==> config.mk <==
export PLATFORM = sky130hd
export DESIGN_NAME = s2p_deframer
export DESIGN_NICKNAME = d
export VERILOG_FILES = /design/src/rtl/s2p_deframer.sv
export SDC_FILE = /design/constraint.sdc
export NUM_CORES = 1
export LEC_CHECK = 0
export ABC_CLOCK_PERIOD_IN_PS = 3720
export CORE_ASPECT_RATIO = 1.25
export CORE_MARGIN = 2
export CORE_UTILIZATION = 55
export CTS_CLUSTER_DIAMETER = 30
export DETAILED_ROUTE_END_ITERATION = 16
export PLACE_DENSITY = 0.84
export SLEW_MARGIN = 10
export SYNTH_ARGS = -nofsm -noshare
export SYNTH_HDL_FRONTEND = slang
export SYNTH_SLANG_ARGS = --single-unit
==> constraint.sdc <==
create_clock -name clk -period 3.72 [get_ports clk]
set_clock_uncertainty 0.05 [all_clocks]
set_input_delay 0.558 -clock clk [delete_from_list [all_inputs] [get_ports clk]]
set_output_delay 0.558 -clock clk [all_outputs]
set_load 0.05 [all_outputs]
==> src/rtl/s2p_deframer.sv <==
// Serial-to-parallel deframer: rebuilds MSB-first words marked by sof and queues them in a valid/ready FIFO.
// Optional S2P_WORD_CNT_EN adds a 16-bit count of words accepted into the FIFO.
module s2p_deframer #(
  parameter int unsigned DATA_W     = 4,
  parameter int unsigned FIFO_DEPTH = 2
) (
  input  logic              clk,
  input  logic              rst,
  input  logic              din,
  input  logic              sof,
  output logic [DATA_W-1:0] out_data,
  output logic              out_valid,
  input  logic              out_ready,
  output logic              frm_err,
  output logic              ovf_err,
  input  logic              err_clr
`ifdef S2P_WORD_CNT_EN
  ,
  output logic [15:0]       word_cnt
`endif
);

  localparam int unsigned CW = $clog2(DATA_W) + 1;
  localparam int unsigned AW = $clog2(FIFO_DEPTH);
  localparam int unsigned PW = AW + 1;
  localparam logic [CW-1:0] LAST = CW'(DATA_W - 1);

  typedef enum logic {IDLE, SHIFT} state_t;

  state_t            state, state_next;
  logic [CW-1:0]     cnt, cnt_next;
  logic [DATA_W-1:0] sh, sh_next;
  logic              word_done, frm_evt;

  logic [DATA_W-1:0] mem [FIFO_DEPTH];
  logic [PW-1:0]     wr_ptr, rd_ptr;
  logic [DATA_W-1:0] last_out;
  logic              empty, full, pop, push, ovf_evt;

  always_comb begin
    state_next = state;
    cnt_next   = cnt;
    sh_next    = sh;
    word_done  = 1'b0;
    frm_evt    = 1'b0;
    case (state)
      IDLE: begin
        if (sof) begin
          sh_next             = '0;
          sh_next[DATA_W-1]   = din;
          cnt_next            = CW'(1);
          state_next          = SHIFT;
        end
      end
      SHIFT: begin
        if (sof) begin
          // premature marker: drop the partial word and restart from this bit
          frm_evt           = 1'b1;
          sh_next           = '0;
          sh_next[DATA_W-1] = din;
          cnt_next          = CW'(1);
        end else begin
          for (int unsigned i = 0; i < DATA_W; i++) begin
            if (CW'(i) == LAST - cnt) sh_next[i] = din;
          end
          cnt_next = cnt + CW'(1);
          if (cnt == LAST) begin
            word_done  = 1'b1;
            cnt_next   = '0;
            state_next = IDLE;
          end
        end
      end
      default: state_next = IDLE;
    endcase
  end

  always_ff @(posedge clk) begin
    if (!rst) begin
      state <= IDLE;
      cnt   <= '0;
      sh    <= '0;
    end else begin
      state <= state_next;
      cnt   <= cnt_next;
      sh    <= sh_next;
    end
  end

  assign empty     = (wr_ptr == rd_ptr);
  assign full      = (wr_ptr[AW-1:0] == rd_ptr[AW-1:0]) && (wr_ptr[PW-1] != rd_ptr[PW-1]);
  assign pop       = !empty && out_ready;
  assign push      = word_done && (!full || pop);
  assign ovf_evt   = word_done && full && !pop;
  assign out_valid = !empty;
  // last_out keeps the most recently popped word visible while the FIFO is empty
  assign out_data  = empty ? last_out : mem[rd_ptr[AW-1:0]];

  always_ff @(posedge clk) begin
    if (!rst) begin
      wr_ptr   <= '0;
      rd_ptr   <= '0;
      last_out <= '0;
      for (int unsigned i = 0; i < FIFO_DEPTH; i++) mem[i] <= '0;
    end else begin
      if (push) begin
        mem[wr_ptr[AW-1:0]] <= sh_next;
        wr_ptr              <= wr_ptr + PW'(1);
      end
      if (pop) begin
        last_out <= mem[rd_ptr[AW-1:0]];
        rd_ptr   <= rd_ptr + PW'(1);
      end
    end
  end

  always_ff @(posedge clk) begin
    if (!rst) begin
      frm_err <= 1'b0;
      ovf_err <= 1'b0;
    end else begin
      frm_err <= frm_evt || (frm_err && !err_clr);
      ovf_err <= ovf_evt || (ovf_err && !err_clr);
    end
  end

`ifdef S2P_WORD_CNT_EN
  always_ff @(posedge clk) begin
    if (!rst) word_cnt <= '0;
    else if (push) word_cnt <= word_cnt + 16'd1;
  end
`endif

endmodule

# Word level (Yosys, flattened, before mapping)
# Memory sizes are Yosys's and may differ from the RTL's. A register that Yosys moved wholly into a read port is not among the register bits.
# Cells that the tools add are included.
totals:
  regBits: 18
  mem_count: 1
  latchBits: 0
  input_bits: 6
  mem_bits_rw: 8
  mem_bits_ro: 0
memory_table:
  columns: ["memory", "depth", "word_bits", "rd", "rd_clocked_by_memory_dff", "write_ports", "line", "source"]
  rows:
  - ["mem", 2, 4, 1, 1, 2, "35", "logic [DATA_W-1:0] mem [FIFO_DEPTH];"]
op_classes:
  div_mod_pow: 0
  muxes: 29
  bitwise: 1
  n_addsub: 4
  reduce_logical: 16
  n_lt_le_gt_ge: 0
  n_eq_ne: 8
  n_mul: 0
  shift: 0
ops:
  columns: ["op", "n"]
  rows:
  - ["$mux W1", 19]
  - ["$mux W4", 4]
  - ["$mux W3", 3]
  - ["$pmux W4 S2", 1]
  - ["$logic_and A1 B1 Y1", 7]
  - ["$eq A2 B3 Y1 const A", 2]
  - ["$pmux W3 S2", 1]
  - ["$add A2 B1 Y2 const B", 2]
  - ["$logic_not A1 Y1", 4]
  - ["$reduce_or A4 Y1", 1]
  - ["$add A3 B1 Y3 const B", 1]
  - ["$eq A1 B3 Y1 const A", 1]
  - ["$eq A3 B2 Y1 const B", 1]
  - ["$logic_not A3 Y1", 1]
  - ["$logic_or A1 B1 Y1", 3]
  - ["$sub A2 B3 Y3 const A", 1]
  - ["$eq A2 B2 Y1", 1]
  - ["$ne A2 B2 Y1 const B", 1]
  - ["$pmux W1 S2", 1]
  - ["$eq A1 B1 Y1", 1]
  - ["$ne A1 B1 Y1", 1]
  - ["$not A1 Y1", 1]

# Longest topological paths before layout
depth:
  ltp_word: 10
  mapped_depth: 6
  depth_no_buf: 6

# Worst setup path before layout
# OpenSTA, ideal clock, no wires.
synth_path:
  kind: "reg2out"
  from: "register rd_ptr[0]"
  to: "output out_data[0]"
  stages_incl_launch_ff: 5
  t_required_ps: 3112
  slack_ps: 963
  arrival_time_ps: 2149
  n_path_buf: 1
  path_cell_list: "dfxtp_1 > buf_2 > xnor2_1 > nand2_1 > a21oi_1"
synth_via:
  elab_chain_cells: 2
synth_lines:
  columns: ["item", "line", "source"]
  rows:
  - ["start: declaration", "36", "logic [PW-1:0] wr_ptr, rd_ptr;"]
  - ["start signal: assignment", "112", "rd_ptr <= rd_ptr + PW'(1);"]
  - ["$eq A2 B2 Y1", "90", "assign empty = (wr_ptr == rd_ptr);"]
  - ["$mux W4", "97", "assign out_data = empty ? last_out : mem[rd_ptr[AW-1:0]];"]
  - ["end: declaration", "11", "output logic [DATA_W-1:0] out_data,"]
# No other way between the ends.

# Worst setup path after layout
layout_path:
  from: "register wr_ptr[1]"
  to: "output out_data[3]"
layout_via:
  elab_chain_cells: 2
layout_lines:
  columns: ["item", "line", "source"]
  rows:
  - ["start: declaration", "36", null]
  - ["start signal: assignment", "108", "wr_ptr <= wr_ptr + PW'(1);"]
  - ["$eq A2 B2 Y1", "90", null]
  - ["$mux W4", "97", null]
# No other way between the ends.

==> summary.md <==
| Metric | Value |
|---|---|
| DRC violations left | `0` |
| Fin crit period | `just over 3 ns` |
| Clk_lat worst skew | `roughly 0.33 ns` |
| Initial DRC count | `21` |
| Hold Violations, Final | `0` |
| Cells along the critical path | `xnor2_1 -> nand2_1 -> a21oi_1 -> clkdlybuf4s50_1` |
| Drt first pass iters | `4` |
| Clk sinks | `27` |
| Commonest non-fill, non-tap cell in the layout | `dfxtp_1` |
| Cell area after synthesis | `roughly 1300 um^2` |
| Leakage Power | `approximately 0.62 nW` |
| CTS H-Tree Depth | `1` |
| Ant diodes | `0` |
| Die height | `a little under 60 um` |
| Hold Crit Class | `reg -> reg` |
| Register area share after synthesis | `between 40 and 50%` |
| Routability Congestion | `roughly 0.75` |
| Setup TNS | `0 ns` |
| Worst EP required | `about 3.1 ns` |
| Root Driver | `clkbuf_4` |
| Largest net degree at the start of global routing | `27` |
| Row count | `19` |
| Post-CTS resize count | `0` |
| Yosys Warn Count | `0` |
| Max-cap viol count | `0` |
| Clock Pin Slew Worst Setup and Hold Paths | `~0.15 ns` |
| Fin crit share | `between 80% and 90%` |
| Via count of the first global-routing pass | `between 900 and 1000` |
| Die Width | `47.9 um` |
| Outcome | `completed` |
| Unrepaired setup endpoints after global routing | `no` |
| Post-synth cell types | `32` |
| Post-CTS setup buffers | `0` |
| Most frequent cells in the layout | `dfxtp_1 (19), nand2_1 (13), clkdlybuf4s50_1 (12)` |
| P&R area growth vs syn | `12.1%` |
| DR vias/cell | `approximately 5.6` |
| Initial antenna violation count | `0` |
| Antenna Violating Nets Remaining | `0` |
| WP buf/inv | `1` |
| DP HPWL | `roughly 1.7 mm` |
| # port buffers | `12` |
| Mapped Nets | `~150` |
| Crit path capture type | `output pin` |
| Crit path DAT | `2.48 ns` |
| Wire length per cell | `13.0 um` |
| Ports | `13` |
| CP startpoint kind | `flip-flop` |
| Filler cells | `202` |
| Pwr Density | `around 380 nW/um^2` |
| Maximum buffer depth of the clock tree | `2` |
| First-pass GRT wire length | `~3.9 mm` |
| Fraction of layout cells with a size suffix above 1 | `between 4 and 5%` |
| Fmax | `approximately 0.32 GHz` |
| CTS tree | `built` |
| Max stage delay on crit path | `0.82 ns` |
| Final Routed Wirelength | `about 2.3 mm` |
| Dpl ws | `between 1 and 1.5 ns` |
| Total track usage | `approximately 19%` |
| Slowest cell on crit path | `clkdlybuf4s50_1` |
| Max-slew violations | `0` |
| Starting density of the core | `between 50% and 60%` |
| Crit path max-delay family | `buffers and inverters` |
| DR vias | `just under 1000` |
| Grt total ovfl | `0` |
| Worst slew pin tran | `0.786 ns` |
| Syn Inst Count | `between 100 and 150` |
| Synthesized flop and latch total | `27` |
| Num CTS Buffers | `3` |
| Syn_area_per_cell | `9.80 um^2` |
| Hold Buf Count CTS | `0` |
| Worst-path maximum fanout | `9` |
| Rel. slew slack | `a little under half` |
| CP Class | `reg -> out` |
| IR drop worst, VDD | `between 0.2 and 0.3 mV` |
| Final Worst Setup Slack | `0.635 ns` |
| Setup-failing EPs final | `0` |
| Core box area | `~2200 um^2` |
| Area of the die | `2820 um^2` |
| Nets@finish | `about 160` |
per-stage QoR:
step	hold WS, ns	total power, mW	cell area (um^2)	utilization [%]	cells
floorplan	0.423	0.410	1320	-	135
finish	0.447	0.562	1480	66.3	176
global placement	0.421	0.441	1460	65.1	172
global route	0.491	0.590	1480	66.3	176
CTS	0.455	0.565	1480	66.3	176
detailed placement	0.428	0.445	1460	65.1	172
worst min-delay path: stages, from the launching register on:
cell and delay, ns:
dfxtp_1 0.34, nand2b_1 0.06, a21boi_0 0.07
flip-flops by register name, summed over array words and instances (netlist names), named ones only:
name	flops
state	1
frm_err	1
last_out	4
rd_ptr	2
cnt	3
mem	8
wr_ptr	2
sh	4
ovf_err	1
worst paths after layout:
kind | to | depth (start not counted) | start | slack, ns
worst max register to register | mem[0][2] | 4 | state | 1.92
worst max-delay path | out_data[3] | 4 | wr_ptr[1] | 0.63
worst min-delay path | ovf_err | 2 | ovf_err | 0.45
worst min register to register | ovf_err | 2 | ovf_err | 0.45
cell type report:
cell class                      count  area [um^2]  area share (%)
Clock buffer                        3         22.5            1.52
Clock inverter                      1         5.00           0.338
Inverter                            5         18.8            1.27
Sequential cell                    27          621            41.9
Timing Repair Buffer               12          120            8.10
Multi-Input combinational cell     97          657            44.3
Tap cell                           31         38.8            2.62
synth_stat cells:
master	count	area share, %
dfxtp_1	19	29
nand2_1	13	3.7
nor2_1	10	2.8
mux2i_1	9	6.8
a21oi_1	8	3.0
edfxtp_1	8	18
nand2b_1	6	2.8
and3_1	5	2.4
ha_1	5	4.7
inv_1	5	1.4
nand3_1	5	1.9
and2_1	4	1.9
o211a_1	4	3.0
a21boi_0	3	1.7
buf_2	3	1.1
nand3b_1	3	1.7
xor2_1	3	2.0
clkbuf_1	2	0.57
nand4_1	2	0.95
nor2b_1	2	0.95
nor3_1	2	0.76
nor3b_1	2	1.1
o21a_1	2	1.1
xnor2_1	2	1.3
a211oi_1	1	0.57
a21o_1	1	0.57
a21oi_4	1	1.2
a31oi_1	1	0.47
buf_1	1	0.28
mux2_2	1	0.85
o31a_1	1	0.66
o31ai_1	1	0.57
kinds of logic (layout without fill, tap and decap cells):
| kind of cell | Yosys count | in the layout | share of synthesized area (%) |
|---|---|---|---|
| AND/OR/NAND/NOR | 54 | 54 | 21.0 |
| flip-flops | 27 | 27 | 46.9 |
| AO/OA/AOI/OAI | 23 | 23 | 13.0 |
| buffers and inverters | 11 | 21 | 3.41 |
| multiplexers | 10 | 10 | 7.66 |
| adder cells (fa/ha/maj) | 5 | 5 | 4.73 |
| XOR/XNOR | 5 | 5 | 3.31 |
routing by layer:
metal  global-route usage, %  part of all wire (%)
met5                       0                     0
met4                    9.27                   1.7
met3                    3.68                   2.4
met2                    35.6                    55
met1                    19.2                    41
where the power goes:
group | total, mW | leakage (nW) | switching [mW] | internal [mW]
registers | 0.327 | 0.237 | 0.0127 | 0.315
clock network | 0.124 | 0.0177 | 0.0835 | 0.0403
logic | 0.111 | 0.362 | 0.0688 | 0.0418
Note: power is estimated with default switching activity, not from simulation.
